## config.mk

```make
export PLATFORM = sky130hd
export DESIGN_NAME = rr_analyzer
export DESIGN_NICKNAME = d
export VERILOG_FILES = /design/src/rtl/hr_pkg.sv /design/src/rtl/seq_divider.sv /design/src/rtl/rr_analyzer.sv
export SDC_FILE = /design/constraint.sdc
export NUM_CORES = 1
export LEC_CHECK = 0
export ABC_AREA = 1
export CAP_MARGIN = 20
export CORE_MARGIN = 3
export CORE_UTILIZATION = 51
export DETAILED_ROUTE_END_ITERATION = 8
export PLACE_DENSITY = 0.77
export SLEW_MARGIN = 20
export SYNTH_ARGS = -nofsm -noshare
export SYNTH_HDL_FRONTEND = slang
export SYNTH_SLANG_ARGS = --single-unit
export TNS_END_PERCENT = 100
```

## constraint.sdc

```tcl
create_clock -name clk_div -period 2.9 [get_ports clk_div]
set_input_delay 0.58 -clock clk_div [delete_from_list [all_inputs] [get_ports clk_div]]
set_output_delay 0.58 -clock clk_div [all_outputs]
set_load 0.005 [all_outputs]
```

## src/rtl/hr_pkg.sv

```systemverilog
// -----------------------------------------------------------------------------
// hr_pkg
// Shared constants, thresholds and types for the heart-rate chain (the RR
// interval detector upstream and rr_analyzer downstream). Both sides use
// these values so that they classify beats the same way.
//
//   RR_W / BPM_W      : data widths of an RR interval (ms) and a BPM value
//   MS_PER_MIN        : divider dividend, 60000 ms per minute
//   RR_SAT            : RR code the detector emits on saturation/timeout
//   *_DEF             : default classification thresholds
//   rr_state_t        : rr_analyzer control states
// -----------------------------------------------------------------------------
package hr_pkg;

    localparam int RR_W  = 12;
    localparam int BPM_W = 8;

    localparam logic [15:0]     MS_PER_MIN = 16'd60000;
    localparam logic [RR_W-1:0] RR_SAT     = 12'hFFF;

    // RR below this is an artefact (>240 BPM).
    localparam int MIN_RR_MS_DEF   = 250;
    // Average above this is bradycardia (<50 BPM).
    localparam int BRADY_MS_DEF    = 1200;
    // Average below this is tachycardia (>120 BPM).
    localparam int TACHY_MS_DEF    = 500;
    // Beat is irregular when it deviates from the average by more than
    // average >> IRREG_SHIFT_DEF (12.5 % for a shift of 3).
    localparam int IRREG_SHIFT_DEF = 3;

    typedef enum logic [2:0] {
        IDLE   = 3'd0,
        ACCUM  = 3'd1,
        LOAD   = 3'd2,
        DIVIDE = 3'd3,
        UPDATE = 3'd4
    } rr_state_t;

    // Saturate a 16-bit quotient into the 8-bit BPM range.
    function automatic logic [BPM_W-1:0] clamp_bpm(input logic [15:0] q);
        return (q > 16'd255) ? 8'hFF : q[BPM_W-1:0];
    endfunction

    // Magnitude of the difference of two RR values.
    function automatic logic [RR_W-1:0] abs_diff(input logic [RR_W-1:0] a,
                                                 input logic [RR_W-1:0] b);
        return (a >= b) ? (a - b) : (b - a);
    endfunction

endpackage

```

## src/rtl/seq_divider.sv

```systemverilog
// -----------------------------------------------------------------------------
// seq_divider
// Restoring unsigned divider, one quotient bit per clock, fixed N-cycle
// latency after start.
//
//   clk_div   in   clock
//   rst_n     in   asynchronous active-low reset
//   start     in   load dividend/divisor; iterations run on the next N edges
//   dividend  in   N-bit dividend
//   divisor   in   D_W-bit divisor (0 yields an all-ones quotient)
//   done      out  high in the cycle whose closing edge performs the final
//                  iteration, so the owner can step its FSM on that edge
//   quotient  out  N-bit quotient, final once the iterations have completed
//                  and held until the next start
// -----------------------------------------------------------------------------
module seq_divider #(
    parameter int N   = 16,
    parameter int D_W = 12
) (
    input  logic           clk_div,
    input  logic           rst_n,
    input  logic           start,
    input  logic [N-1:0]   dividend,
    input  logic [D_W-1:0] divisor,
    output logic           done,
    output logic [N-1:0]   quotient
);

    localparam int CNT_W = $clog2(N + 1);

    logic [D_W-1:0]   rem_q;
    logic [N-1:0]     quo_q;
    logic [D_W-1:0]   div_q;
    logic [CNT_W-1:0] cnt_q;

    logic [D_W:0]     rem_shift;
    logic [D_W:0]     rem_sub;
    logic             fits;
    logic [D_W-1:0]   rem_d;

    // The quotient register doubles as the dividend shift register: its MSB
    // is shifted into the partial remainder while the new quotient bit
    // enters at the LSB.
    always_comb begin
        rem_shift = {rem_q, quo_q[N-1]};
        rem_sub   = rem_shift - {1'b0, div_q};
        fits      = (rem_shift >= {1'b0, div_q});
        // The kept remainder is always below the divisor, so it fits in D_W
        // bits. With divisor 0 every step "fits"; truncation is harmless
        // because only the all-ones quotient matters in that case.
        rem_d     = fits ? rem_sub[D_W-1:0] : rem_shift[D_W-1:0];
    end

    always_ff @(posedge clk_div or negedge rst_n) begin
        if (!rst_n) begin
            rem_q <= '0;
            quo_q <= '0;
            div_q <= '0;
            cnt_q <= '0;
        end else if (start) begin
            rem_q <= '0;
            quo_q <= dividend;
            div_q <= divisor;
            cnt_q <= CNT_W'(N);
        end else if (cnt_q != '0) begin
            rem_q <= rem_d;
            quo_q <= {quo_q[N-2:0], fits};
            cnt_q <= cnt_q - CNT_W'(1);
        end
    end

    assign done     = (cnt_q == CNT_W'(1));
    assign quotient = quo_q;

endmodule

```

## src/rtl/rr_analyzer.sv

```systemverilog
// -----------------------------------------------------------------------------
// rr_analyzer
// Averages the last DEPTH accepted RR intervals, converts the average to BPM
// with a sequential divider and flags bradycardia, tachycardia and
// beat-to-beat irregularity. Results are registered and announced with a
// one-cycle strobe 19 edges after the edge that sampled the beat.
//
//   clk_div         in   1 kHz clock
//   rst_n           in   asynchronous active-low reset
//   rr_interval_ms  in   RR interval in ms (12'hFFF = saturated/timeout)
//   new_rr_pulse    in   one-cycle strobe qualifying rr_interval_ms
//   avg_rr_ms       out  mean of the last DEPTH accepted RRs
//   bpm             out  floor(60000 / avg_rr_ms), clamped to 255
//   brady / tachy   out  average above BRADY_MS / below TACHY_MS
//   irregular       out  latest beat deviated from the previous average
//   result_valid    out  set once the first average has been produced
//   result_strobe   out  one-cycle pulse when the outputs above update
//   reject_pulse    out  one-cycle pulse when a beat is rejected
//   busy            out  high whenever the control FSM is not idle
// -----------------------------------------------------------------------------
module rr_analyzer
    import hr_pkg::*;
#(
    parameter int DEPTH       = 4,
    parameter int MIN_RR_MS   = MIN_RR_MS_DEF,
    parameter int BRADY_MS    = BRADY_MS_DEF,
    parameter int TACHY_MS    = TACHY_MS_DEF,
    parameter int IRREG_SHIFT = IRREG_SHIFT_DEF
) (
    input  logic             clk_div,
    input  logic             rst_n,
    input  logic [RR_W-1:0]  rr_interval_ms,
    input  logic             new_rr_pulse,
    output logic [RR_W-1:0]  avg_rr_ms,
    output logic [BPM_W-1:0] bpm,
    output logic             brady,
    output logic             tachy,
    output logic             irregular,
    output logic             result_valid,
    output logic             result_strobe,
    output logic             reject_pulse,
    output logic             busy
);

    localparam int LOG2_D = $clog2(DEPTH);
    localparam int PTR_W  = LOG2_D;
    localparam int SUM_W  = RR_W + LOG2_D;
    localparam int FILL_W = $clog2(DEPTH + 1);

    localparam logic [RR_W-1:0] MIN_RR   = RR_W'(MIN_RR_MS);
    localparam logic [RR_W-1:0] BRADY_TH = RR_W'(BRADY_MS);
    localparam logic [RR_W-1:0] TACHY_TH = RR_W'(TACHY_MS);

    rr_state_t state_q, state_d;

    logic [RR_W-1:0]   buf_q [DEPTH];
    logic [RR_W-1:0]   rr_q;          // beat being processed
    logic [RR_W-1:0]   old_q;         // buffer entry it will overwrite
    logic [PTR_W-1:0]  wr_ptr_q;
    logic [FILL_W-1:0] fill_q;
    logic [SUM_W-1:0]  sum_q;
    logic [RR_W-1:0]   avg_next_q;

    logic [RR_W-1:0]   avg_rr_q;
    logic [BPM_W-1:0]  bpm_q;
    logic              brady_q;
    logic              tachy_q;
    logic              irregular_q;
    logic              result_valid_q;
    logic              result_strobe_q;
    logic              reject_q;

    logic              rr_ok;
    logic              accept;
    logic              reject;
    logic              fills_up;
    logic [RR_W-1:0]   avg_calc;
    logic              div_start;
    logic              div_done;
    logic [15:0]       div_quotient;

    assign rr_ok    = (rr_interval_ms >= MIN_RR) && (rr_interval_ms != RR_SAT);
    // Only IDLE listens; pulses arriving while busy are dropped.
    assign accept   = (state_q == IDLE) && new_rr_pulse && rr_ok;
    assign reject   = (state_q == IDLE) && new_rr_pulse && !rr_ok;
    // True when the ACCUM write brings the buffer to (or keeps it at) full.
    assign fills_up = (fill_q >= FILL_W'(DEPTH - 1));
    // Power-of-two depth: the mean is the sum with its low bits dropped.
    assign avg_calc = sum_q[SUM_W-1:LOG2_D];

    // ---------------------------------------------------------------- FSM
    always_ff @(posedge clk_div or negedge rst_n) begin
        if (!rst_n) begin
            state_q <= IDLE;
        end else begin
            state_q <= state_d;
        end
    end

    always_comb begin
        state_d   = state_q;
        div_start = 1'b0;
        case (state_q)
            IDLE: begin
                if (accept) begin
                    state_d = ACCUM;
                end
            end
            ACCUM: begin
                state_d = fills_up ? LOAD : IDLE;
            end
            LOAD: begin
                div_start = 1'b1;
                state_d   = DIVIDE;
            end
            DIVIDE: begin
                if (div_done) begin
                    state_d = UPDATE;
                end
            end
            UPDATE: begin
                state_d = IDLE;
            end
            default: begin
                state_d = IDLE;
            end
        endcase
    end

    // ----------------------------------------------------- RR ring buffer
    always_ff @(posedge clk_div or negedge rst_n) begin
        if (!rst_n) begin
            for (int i = 0; i < DEPTH; i++) begin
                buf_q[i] <= '0;
            end
            rr_q     <= '0;
            old_q    <= '0;
            wr_ptr_q <= '0;
            fill_q   <= '0;
            sum_q    <= '0;
        end else begin
            if (accept) begin
                rr_q  <= rr_interval_ms;
                // Registered read of the slot about to be replaced, so the
                // running sum can drop it on the next edge.
                old_q <= buf_q[wr_ptr_q];
            end
            if (state_q == ACCUM) begin
                buf_q[wr_ptr_q] <= rr_q;
                sum_q           <= sum_q - SUM_W'(old_q) + SUM_W'(rr_q);
                wr_ptr_q        <= wr_ptr_q + PTR_W'(1);
                if (fill_q != FILL_W'(DEPTH)) begin
                    fill_q <= fill_q + FILL_W'(1);
                end
            end
        end
    end

    // ------------------------------------------------------------ divider
    seq_divider #(
        .N   (16),
        .D_W (RR_W)
    ) u_div (
        .clk_div  (clk_div),
        .rst_n    (rst_n),
        .start    (div_start),
        .dividend (MS_PER_MIN),
        .divisor  (avg_calc),
        .done     (div_done),
        .quotient (div_quotient)
    );

    // ---------------------------------------------------- result registers
    always_ff @(posedge clk_div or negedge rst_n) begin
        if (!rst_n) begin
            avg_next_q      <= '0;
            avg_rr_q        <= '0;
            bpm_q           <= '0;
            brady_q         <= 1'b0;
            tachy_q         <= 1'b0;
            irregular_q     <= 1'b0;
            result_valid_q  <= 1'b0;
            result_strobe_q <= 1'b0;
            reject_q        <= 1'b0;
        end else begin
            result_strobe_q <= 1'b0;
            reject_q        <= reject;
            if (state_q == LOAD) begin
                avg_next_q <= avg_calc;
            end
            if (state_q == UPDATE) begin
                avg_rr_q    <= avg_next_q;
                bpm_q       <= clamp_bpm(div_quotient);
                brady_q     <= (avg_next_q > BRADY_TH);
                tachy_q     <= (avg_next_q < TACHY_TH);
                // Compared against the average published before this update;
                // the very first average has nothing to compare with.
                irregular_q <= result_valid_q &&
                               (abs_diff(rr_q, avg_rr_q) > (avg_rr_q >> IRREG_SHIFT));
                result_valid_q  <= 1'b1;
                result_strobe_q <= 1'b1;
            end
        end
    end

    assign avg_rr_ms     = avg_rr_q;
    assign bpm           = bpm_q;
    assign brady         = brady_q;
    assign tachy         = tachy_q;
    assign irregular     = irregular_q;
    assign result_valid  = result_valid_q;
    assign result_strobe = result_strobe_q;
    assign reject_pulse  = reject_q;
    assign busy          = (state_q != IDLE);

endmodule

```

# ---- After elaboration in Yosys (flattened, before gate mapping)
# Cells that the tools add are included.
dict set report op_classes {
  addsub 8
  bitwise_logic 1
  eq_ne 9
  reduce_logical 13
  multipliers 0
  mux 21
  n_lt_le_gt_ge 10
  n_shift 0
  div_mod_pow 0
}
# cell n
set op_table {}
lappend op_table {{$mux W12} 7}
lappend op_table {{$bwmux W48} 1}
lappend op_table {{$sub A12 B12 Y12} 3}
lappend op_table {{$mux W16} 2}
lappend op_table {{$bmux W12 S2} 1}
lappend op_table {{$demux W12 S2} 1}
lappend op_table {{$gt A16 B8 Y1 const B} 1}
lappend op_table {{$add A14 B12 Y14} 1}
lappend op_table {{$sub A14 B12 Y14} 1}
lappend op_table {{$ge A13 B12 Y1} 1}
lappend op_table {{$ge A12 B12 Y1} 1}
lappend op_table {{$ge A12 B8 Y1 const B} 1}
lappend op_table {{$gt A12 B11 Y1 const B} 1}
lappend op_table {{$gt A12 B9 Y1} 1}
lappend op_table {{$lt A12 B9 Y1 const B} 1}
lappend op_table {{$ne A12 B12 Y1 const B} 1}
lappend op_table {{$pmux W3 S4} 1}
lappend op_table {{$mux W5} 2}
lappend op_table {{$mux W8} 1}
lappend op_table {{$eq A3 B2 Y1 const B} 2}
lappend op_table {{$logic_and A1 B1 Y1} 6}
lappend op_table {{$mux W3} 2}
lappend op_table {{$eq A5 B1 Y1 const B} 1}
lappend op_table {{$reduce_bool A5 Y1} 1}
lappend op_table {{other kinds (18)} 21}
dict set report word_totals {
  out_inout_bits 27
  mem_bits_rw 0
  input_bits 15
  wordCells 85
  memories 0
  ff_bits 177
  latchBits 0
  romBits 0
}

# ---- Longest topological paths before layout
# Gate-level depths: netlist of the first run.
dict set report depth {
  ltp_word 6
  mapped_depth 25
  ltp_nobuf 24
}

# ---- By module
# From an unflattened synthesis of the first run, not the netlist that was laid out.
dict set report hier_totals {
  cells_unflattened 1391
  hier_area_um2 10742.8
}
# module seq_area_each_um2 instances cells_per_inst area_each_um2
set modules_own_cells {}
lappend modules_own_cells {rr_analyzer 3303.2 1 1012 7932.6}
lappend modules_own_cells {seq_divider 1126.1 1 379 2810.2}

# ---- Worst setup path after synthesis of the first run
# Ideal clock, no wire load.
dict set report synth_timing {
  kind {register to register}
  from {register rr_q[0]}
  to {register irregular_q, in the netlist irregular}
  synth_period_minus_slack_ns 2.982
  setup_ns 0.121
  path_stages_with_launch 24
  setup_slack_ns -0.082
  path_buffers 1
  arrival_time_ns 2.861
  required_time_ns 2.779
  cell_sequence {dfrtp_1 -> inv_1 -> ha_1 -> inv_1 -> fa_1 -> nand3_1 -> nand2_1 -> nand3_2 -> nand4_4 -> buf_8 -> o21ai_1 -> nand2_1 -> xnor2_1 -> inv_1 -> ha_1 -> a21oi_1 -> o21a_1 -> nand2_1 -> nand2_1 -> nand2_1 -> nand2_1 -> nand3_1 -> o21bai_1 -> nand2_1}
}
dict set report synth_via {
  elab_chain_len 4
  elab_cells_between_ends 6
  classes_between {add/sub: 2; order compare: 2; mux: 1; reduce/logical: 1}
}
# element line
set synth_lines {}
lappend synth_lines {{start, declared} rr_analyzer.sv:57} ;# logic [RR_W-1:0] rr_q;
lappend synth_lines {{start signal, assigned} rr_analyzer.sv:143} ;# rr_q <= rr_interval_ms;
lappend synth_lines {{$sub A12 B12 Y12 / $ge A12 B12 Y1 (equally long branches)} hr_pkg.sv:47} ;# return (a >= b) ? (a - b) : (b - a);
lappend synth_lines {{$mux W12 *} hr_pkg.sv:47}
lappend synth_lines {{$gt A12 B9 Y1 *} rr_analyzer.sv:199} ;# (abs_diff(rr_q, avg_rr_q) > (avg_rr_q >> IRREG_SHIFT));
lappend synth_lines {{$logic_and A1 B1 Y1 *} rr_analyzer.sv:198} ;# irregular_q <= result_valid_q &&
lappend synth_lines {{end signal, assigned} rr_analyzer.sv:198}
lappend synth_lines {{end, declared} rr_analyzer.sv:68} ;# logic irregular_q;
# Every way passes the cells marked *; elsewhere a longest branch is shown, timed or not.
# A chain may end at the register's enable or synchronous reset.

# ---- Final worst setup path of the first run
# Same ends and word-level chain as after synthesis.

==> key figures, run 1 <==
GRT
  • GR Layer Usage met3: 0.0568
  • Grt met2 use: 0.393
  • First-pass GRT wire length: 43.0 mm
  • GRT overflow: 0
  • Initial antenna violation count: 0
  • Largest net degree at the start of global routing: 52
  • GRT Overall Usage: 0.252
  • GRT Max-Usage Layer: met2
  • Met1 Use GR: 0.347
  • Vias in the first global route: 8656

Worst setup path
  • CP endpoint kind: register
  • Reg2reg path depth: 20
  • CP startpoint: rr_q[0]$_DFFE_PN0P_
  • Worst EP required: 3220 ps
  • Slowest cell on crit path: dfrtp_1
  • Flop2flop setup slack: -90 ps
  • Reg-to-Reg End: irregular$_DFFE_PN0P_
  • Worst-path maximum fanout: 5
  • Max incr delay on CP: 390 ps
  • Crit Path Class: reg2reg
  • Reg2reg start: rr_q[0]$_DFFE_PN0P_
  • Startpoint Class: register
  • CP Cell Sequence: inv_2 -> ha_2 -> inv_2 -> fa_2 -> nand3_2 -> nand2_2 -> nand3_4 -> nand4_4 -> buf_4 -> o21ai_2 -> xor2_1 -> inv_1 -> ha_1 -> nand2_1 -> nor3_1 -> nand4_1 -> nand2_1 -> nand3_1 -> o21bai_1 -> nand2_1
  • CP most frequent cell: nand2_1
  • Critical Path AT: 3310 ps

Final layout
  • Most frequent cells in the layout: nand2_1, inv_1, dfrtp_1
  • Commonest non-fill, non-tap cell in the layout: nand2_1
  • Area Overhead vs Synth: 20.0%
  • Final #Nets: 1455
  • Inserted Diodes: 0
  • Final cell count without fillers: 1630
  • Core Util, Final: 0.628
  • Layout cell share with drive strength beyond 1: 0.129

Place
  • GP Congestion: 0.976
  • Placed cell count: 1593
  • DP Wirelength: 19.3 mm
  • PortBufs: 41
  • Place WS: -113 ps

Yosys
  • Top cell type's share of synthesized area: 0.419
  • Post-synth cell types: 43
  • Sequential element share of the synthesized area: 0.419
  • Yosys top cell by area: dfrtp_1
  • Syn Nets: 1341
  • Flops & latches, synth: 165
  • Cell area after synthesis: 9860 um2
  • Main area contributors after synthesis: dfrtp_1, nand2_1, ha_1, o21ai_0, inv_1
  • Mean Syn Cell Area: 7.94 um2
  • Post-synthesis cell count: 1243
  • Ys Warns: 0

Detailed routing
  • WL per Instance: 16.0 um
  • DRT antenna net count: 0
  • Initial DRC Count: 655
  • DR DRC count: 0
  • Final wirelength: 26.0 mm
  • Drt first pass iters: 5
  • Total vias in the final route: 8827
  • Vias per cell: 5.42

Timing
  • Fmax: 334 MHz
  • RSZ-0062 raised after global routing: yes
  • Final hold vios: 0
  • Slew of the pin with the lowest slew margin: 827 ps
  • Final critical-path required period: 2990 ps
  • Slew HR: 0.445
  • Final TNS setup: -91.5 ps
  • Finish-stage setup viols: 1
  • Fin. max-slew vios: 0
  • Final WS setup: -91.5 ps
  • Tcrit/Tclk final: 1.03
  • Worst clock skew: 26.0 ps

Clock tree
  • Post-CTS Hold Fix Bufs: 0
  • Htree depth: 4
  • Clock root buffer: clkbuf_16
  • Clock Sinks: 165
  • Clock slew at reported path FFs: 60 ps
  • Clk buf depth: 2
  • CTS tree: built
  • Inserted Clock Buffers: 17
  • Worst-Skew Late Latency: 440 ps

Floorplanning
  • Die Y: 145 um
  • Chip width: 145 um
  • Core Rows: 50
  • Die area: 21000 um2
  • Initial Utilization: 0.524
  • Num ports: 42
  • Core area: 18800 um2

Hold path
  • Min-delay worst type: in2async

Run
  • Maxcap violations: 0

Outcome
  • Status: finished, violations left
  • Failing checks: setup timing
## flip-flops by register name, summed over array words and instances (netlist names), 2 cells and up
register and flops:
u_div.div_q 12, state_q 3, u_div.cnt_q 5, wr_ptr_q 2
bpm 8, avg_rr_ms 12, old_q 12, fill_q 3
u_div.rem_q 12, buf_q 48, u_div.quotient 16, sum_q 14
rr_q 12
## worst max path at each step
stage / cells past startpoint / end / slack, ps
after floorplan: 23 / irregular$_DFFE_PN0P_ / 6
after global placement: 20 / irregular$_DFFE_PN0P_ / -100
after detailed placement: 20 / irregular$_DFFE_PN0P_ / -110
after CTS: 21 / irregular$_DFFE_PN0P_ / 2
after global routing: 22 / irregular$_DFFE_PN0P_ / -340
final: 20 / irregular$_DFFE_PN0P_ / -90
## final cells by class
cell class | instances | area (um2)
multi-input combinational | 861 | 4990
inverter | 181 | 682
clock buffer | 21 | 470
sequential | 165 | 4130
timing repair buffer | 131 | 1120
tap | 260 | 325
clock inverter | 11 | 115
fill | 1586 | 7000
## metal layers
layer | routed length [um] | share of wire
met3 | 1830 | 0.070
met4 | 812 | 0.031
met1 | 11500 | 0.44
met2 | 11900 | 0.46
met5 | 0 | 0
## logic make-up (layout without fill, tap and decap cells)
family          count (synthesis)  in the layout  synth area share
buf+inv                       218            344            0.0868
flops                         165            165             0.419
fa+ha+maj                      83             83             0.117
xor+xnor                       25             25            0.0222
simple gates                  481            482             0.205
compound gates                270            270             0.150
mux                             1              1           0.00114
## critical path: cells and delay by family, from the launching register on
kind / cells / cell delay [ps]
AO/OA/AOI/OAI: 2 / 270
XOR/XNOR: 1 / 160
adder cells (fa/ha/maj): 3 / 810
buffers and inverters: 4 / 370
flip-flops: 1 / 390
AND/OR/NAND/NOR: 10 / 900
## synthesized netlist by cell type (all sizes together)
cell type  number
fa             15
a31oi           9
clkbuf         25
nor2           89
o211ai          2
or2             4
dfrtp         165
nand3          55
a21boi          1
inv           181
a21o            3
nor4            3
nand3b          2
o21a            1
a31o            3
xnor2           9
nand2         305
buf            12
o21bai          4
mux2            1
nor3            7
o21ai         165
o31ai           3
ha             68
a21oi          48
nand4          16
xor2           16
a22oi           7
o22ai          24
## stage by stage
step,hold slack (ps),cell area (um2)
floorplan,284,9870
global placement,461,11100
detailed placement,468,11100
CTS,101,11700
global route,120,11800
finish,83.9,11800
## what timing repair did
action / in CTS / in global routing
setup endpoints to repair: 1 / 4
cloned: 1 / 0
pin swaps: 2 / 9
gates resized for setup: 8 / 18
buffers inserted: 2 / 2
Power of run 1 is not shown: default switching activity piles up to over one toggle a cycle in this logic, so the estimate is an artifact.
==> run 2: changes to the inputs <==
CORE_MARGIN = 2   (was 3)
==> run 2 against run 1 <==
The flow still finishes with violations (setup timing). Design area increased by 0.42%. Worst setup slack got worse by 43 ps. Clock skew is 15 ps lower.
==> key figures, run 2 (same netlist as run 1, synthesis figures left out) <==
Outcome
  • Status: finished, violations left
  • Failing checks: setup timing

Timing
  • Worst clock skew: 10.7 ps (-15.3 ps)
  • Slew HR: 0.397 (-0.0475)
  • RSZ-0062 raised after global routing: yes
  • Finish-stage setup viols: 1 (unchanged)
  • Slew of the pin with the lowest slew margin: 897 ps (+70.7 ps)
  • Tcrit/Tclk final: 1.05 (+0.0147)
  • Final hold vios: 0 (unchanged)
  • Fmax: 330 MHz (-1.4%)
  • Final WS setup: -134 ps (-42.7 ps)
  • Final critical-path required period: 3030 ps (+42.7 ps)
  • Fin. max-slew vios: 0 (unchanged)

Clock tree
  • Clock root buffer: clkbuf_16
  • Clk buf depth: 2 (unchanged)
  • Worst-Skew Late Latency: 430 ps (about the same)
  • Htree depth: 4 (unchanged)
  • Clock slew at reported path FFs: 60 ps (about the same)
  • Clock Sinks: 165 (unchanged)
  • CTS tree: built
  • Inserted Clock Buffers: 17 (unchanged)

Detailed routing
  • Vias per cell: 5.39 (-0.41%)
  • Drt first pass iters: 5 (unchanged)
  • DR DRC count: 0 (unchanged)
  • Final wirelength: 26.2 mm (+0.66%)
  • Total vias in the final route: 8802 (-0.28%)
  • Initial DRC Count: 748 (+14%)
  • WL per Instance: 16.0 um (+0.54%)
  • DRT antenna net count: 0 (unchanged)

GRT
  • GR Layer Usage met3: 0.0490 (-0.00788)
  • GRT overflow: 0 (unchanged)
  • GRT Overall Usage: 0.267 (+0.0153)
  • Largest net degree at the start of global routing: 72 (+38%)
  • Vias in the first global route: 8425 (-2.7%)
  • Initial antenna violation count: 0 (unchanged)
  • Met1 Use GR: 0.361 (+0.0146)
  • GRT Max-Usage Layer: met2
  • First-pass GRT wire length: 42.5 mm (-1.1%)
  • Grt met2 use: 0.427 (+0.0344)

Floorplanning
  • Initial Utilization: 0.524 (unchanged)
  • Chip width: 143 um (-1.4%)
  • Die Y: 143 um (-1.4%)
  • Num ports: 42 (unchanged)
  • Die area: 20500 um2 (-2.7%)
  • Core area: 18800 um2 (unchanged)
  • Core Rows: 50 (unchanged)

Worst setup path
  • Slowest cell on crit path: fa_2
  • Worst-path maximum fanout: 6 (+1)
  • CP endpoint kind: register
  • CP most frequent cell: nand2_1
  • Worst EP required: 3210 ps (about the same)
  • Critical Path AT: 3350 ps (+40 ps)
  • Crit Path Class: reg2reg
  • Startpoint Class: register
  • CP Cell Sequence: inv_2 -> ha_4 -> inv_2 -> fa_2 -> nand3_4 -> nand2_4 -> nand3_4 -> nand4_4 -> inv_4 -> nand2_1 -> nand2_1 -> xnor2_1 -> inv_1 -> ha_1 -> nand2_2 -> o21ai_1 -> nand2_1 -> nand2_1 -> nand2_1 -> nand2_1 -> nand2_1 -> nand3_1 -> o21bai_1 -> nand2_1
  • Max incr delay on CP: 410 ps (+20 ps)

Place
  • DP Wirelength: 19.4 mm (+0.37%)
  • GP Congestion: 0.971 (-0.51%)
  • Place WS: -213 ps (-99.9 ps)
  • PortBufs: 41 (unchanged)

Final layout
  • Area Overhead vs Synth: 20.5%
  • Layout cell share with drive strength beyond 1: 0.132 (+0.00273)
  • Final #Nets: 1457 (+0.14%)
  • Top reg by flops: buf_q
  • Filler instances: 1573 (-0.82%)
  • Inserted Diodes: 0 (unchanged)
  • Max FFs per register: 48 (unchanged)
  • Core Util, Final: 0.631 (+0.00266)
  • FF+latch area: 4130 um2 (unchanged)
  • Commonest non-fill, non-tap cell in the layout: nand2_1
  • Most frequent cells in the layout: nand2_1, inv_1, dfrtp_1
  • Area of the multi-input gates: 5050 um2 (+1.1%)

Run
  • Maxcap violations: 0 (unchanged)

Hold path
  • Min-delay worst type: in2async
## run 2: cell count changes in the layout (fill, tap and decap cells not counted), moves of 2 or more
cell      previous run  this run
buf_4               87        90
o21ai_2              7         5
nand3_2              4         2
nand3_4              1         3
nand2_4              0         2
clkinv_4             1         3
ha_4                 3         5
clkbuf_8             3         1
## run 2: area by class of cell
class	instances	share of cell area
Tap cell	260	0.0274
Clock inverter	14	0.0119
Multi-Input combinational cell	861	0.425
Clock buffer	18	0.0370
Sequential cell	165	0.347
Inverter	181	0.0574
Timing Repair Buffer	133	0.0941
## run 2: path summary, 6_finish.rpt
path / from / endpoint / slack [ps] / cells past startpoint
max in group asynchronous: rst_n / state_q[1]$_DFFE_PN0P_ / 1960 / 2
worst max register to register: rr_q[0]$_DFFE_PN0P_ / irregular$_DFFE_PN0P_ / -130 / 24
worst min register to register: buf_q[30]$_DFFE_PN0P_ / buf_q[30]$_DFFE_PN0P_ / 480 / 2
worst min-delay path: rst_n / avg_rr_ms[1]$_DFFE_PN0P_ / 160 / 1
worst max-delay path: rr_q[0]$_DFFE_PN0P_ / irregular$_DFFE_PN0P_ / -130 / 24
min in group clk_div: buf_q[30]$_DFFE_PN0P_ / buf_q[30]$_DFFE_PN0P_ / 480 / 2
## run 2: through the flow
stage / TNS, ps / instance area (um2) / hold slack, ps / cells
after floorplan: 0 / 9870 / 284 / 1243
after global placement: -115 / 11100 / 461 / 1595
after detailed placement: -213 / 11100 / 469 / 1595
after CTS: -56.9 / 11800 / 178 / 1631
after global routing: -348 / 11900 / 201 / 1632
final: -134 / 11900 / 160 / 1632
## run 2: timing repair
item / 4_1_cts / 5_1_grt
setup endpoints to repair: 1 / 4
cloned: 1 / 0
buffers inserted: 3 / 1
pin swaps: 9 / 8
gates resized for setup: 16 / 15
hold buffers: 0 / 0
## run 2: worst max-delay path: cells and delay by family, from the launching register on
family	cells	cell delay, ps
and+or+nand+nor	14	1060
adders and majority gates	3	820
DFF	1	390
AOI/OAI and AO/OA	2	240
buffers and inverters	4	300
xor gates and xnor gates	1	120
## run 2: metal layers
metal  part of all wire  vias up
met1               0.44     4182
met3              0.061       50
met5                  0        -
met4              0.028        0
met2               0.47      301
li1                   -     4269
Power of run 2 is left out for the same reason.
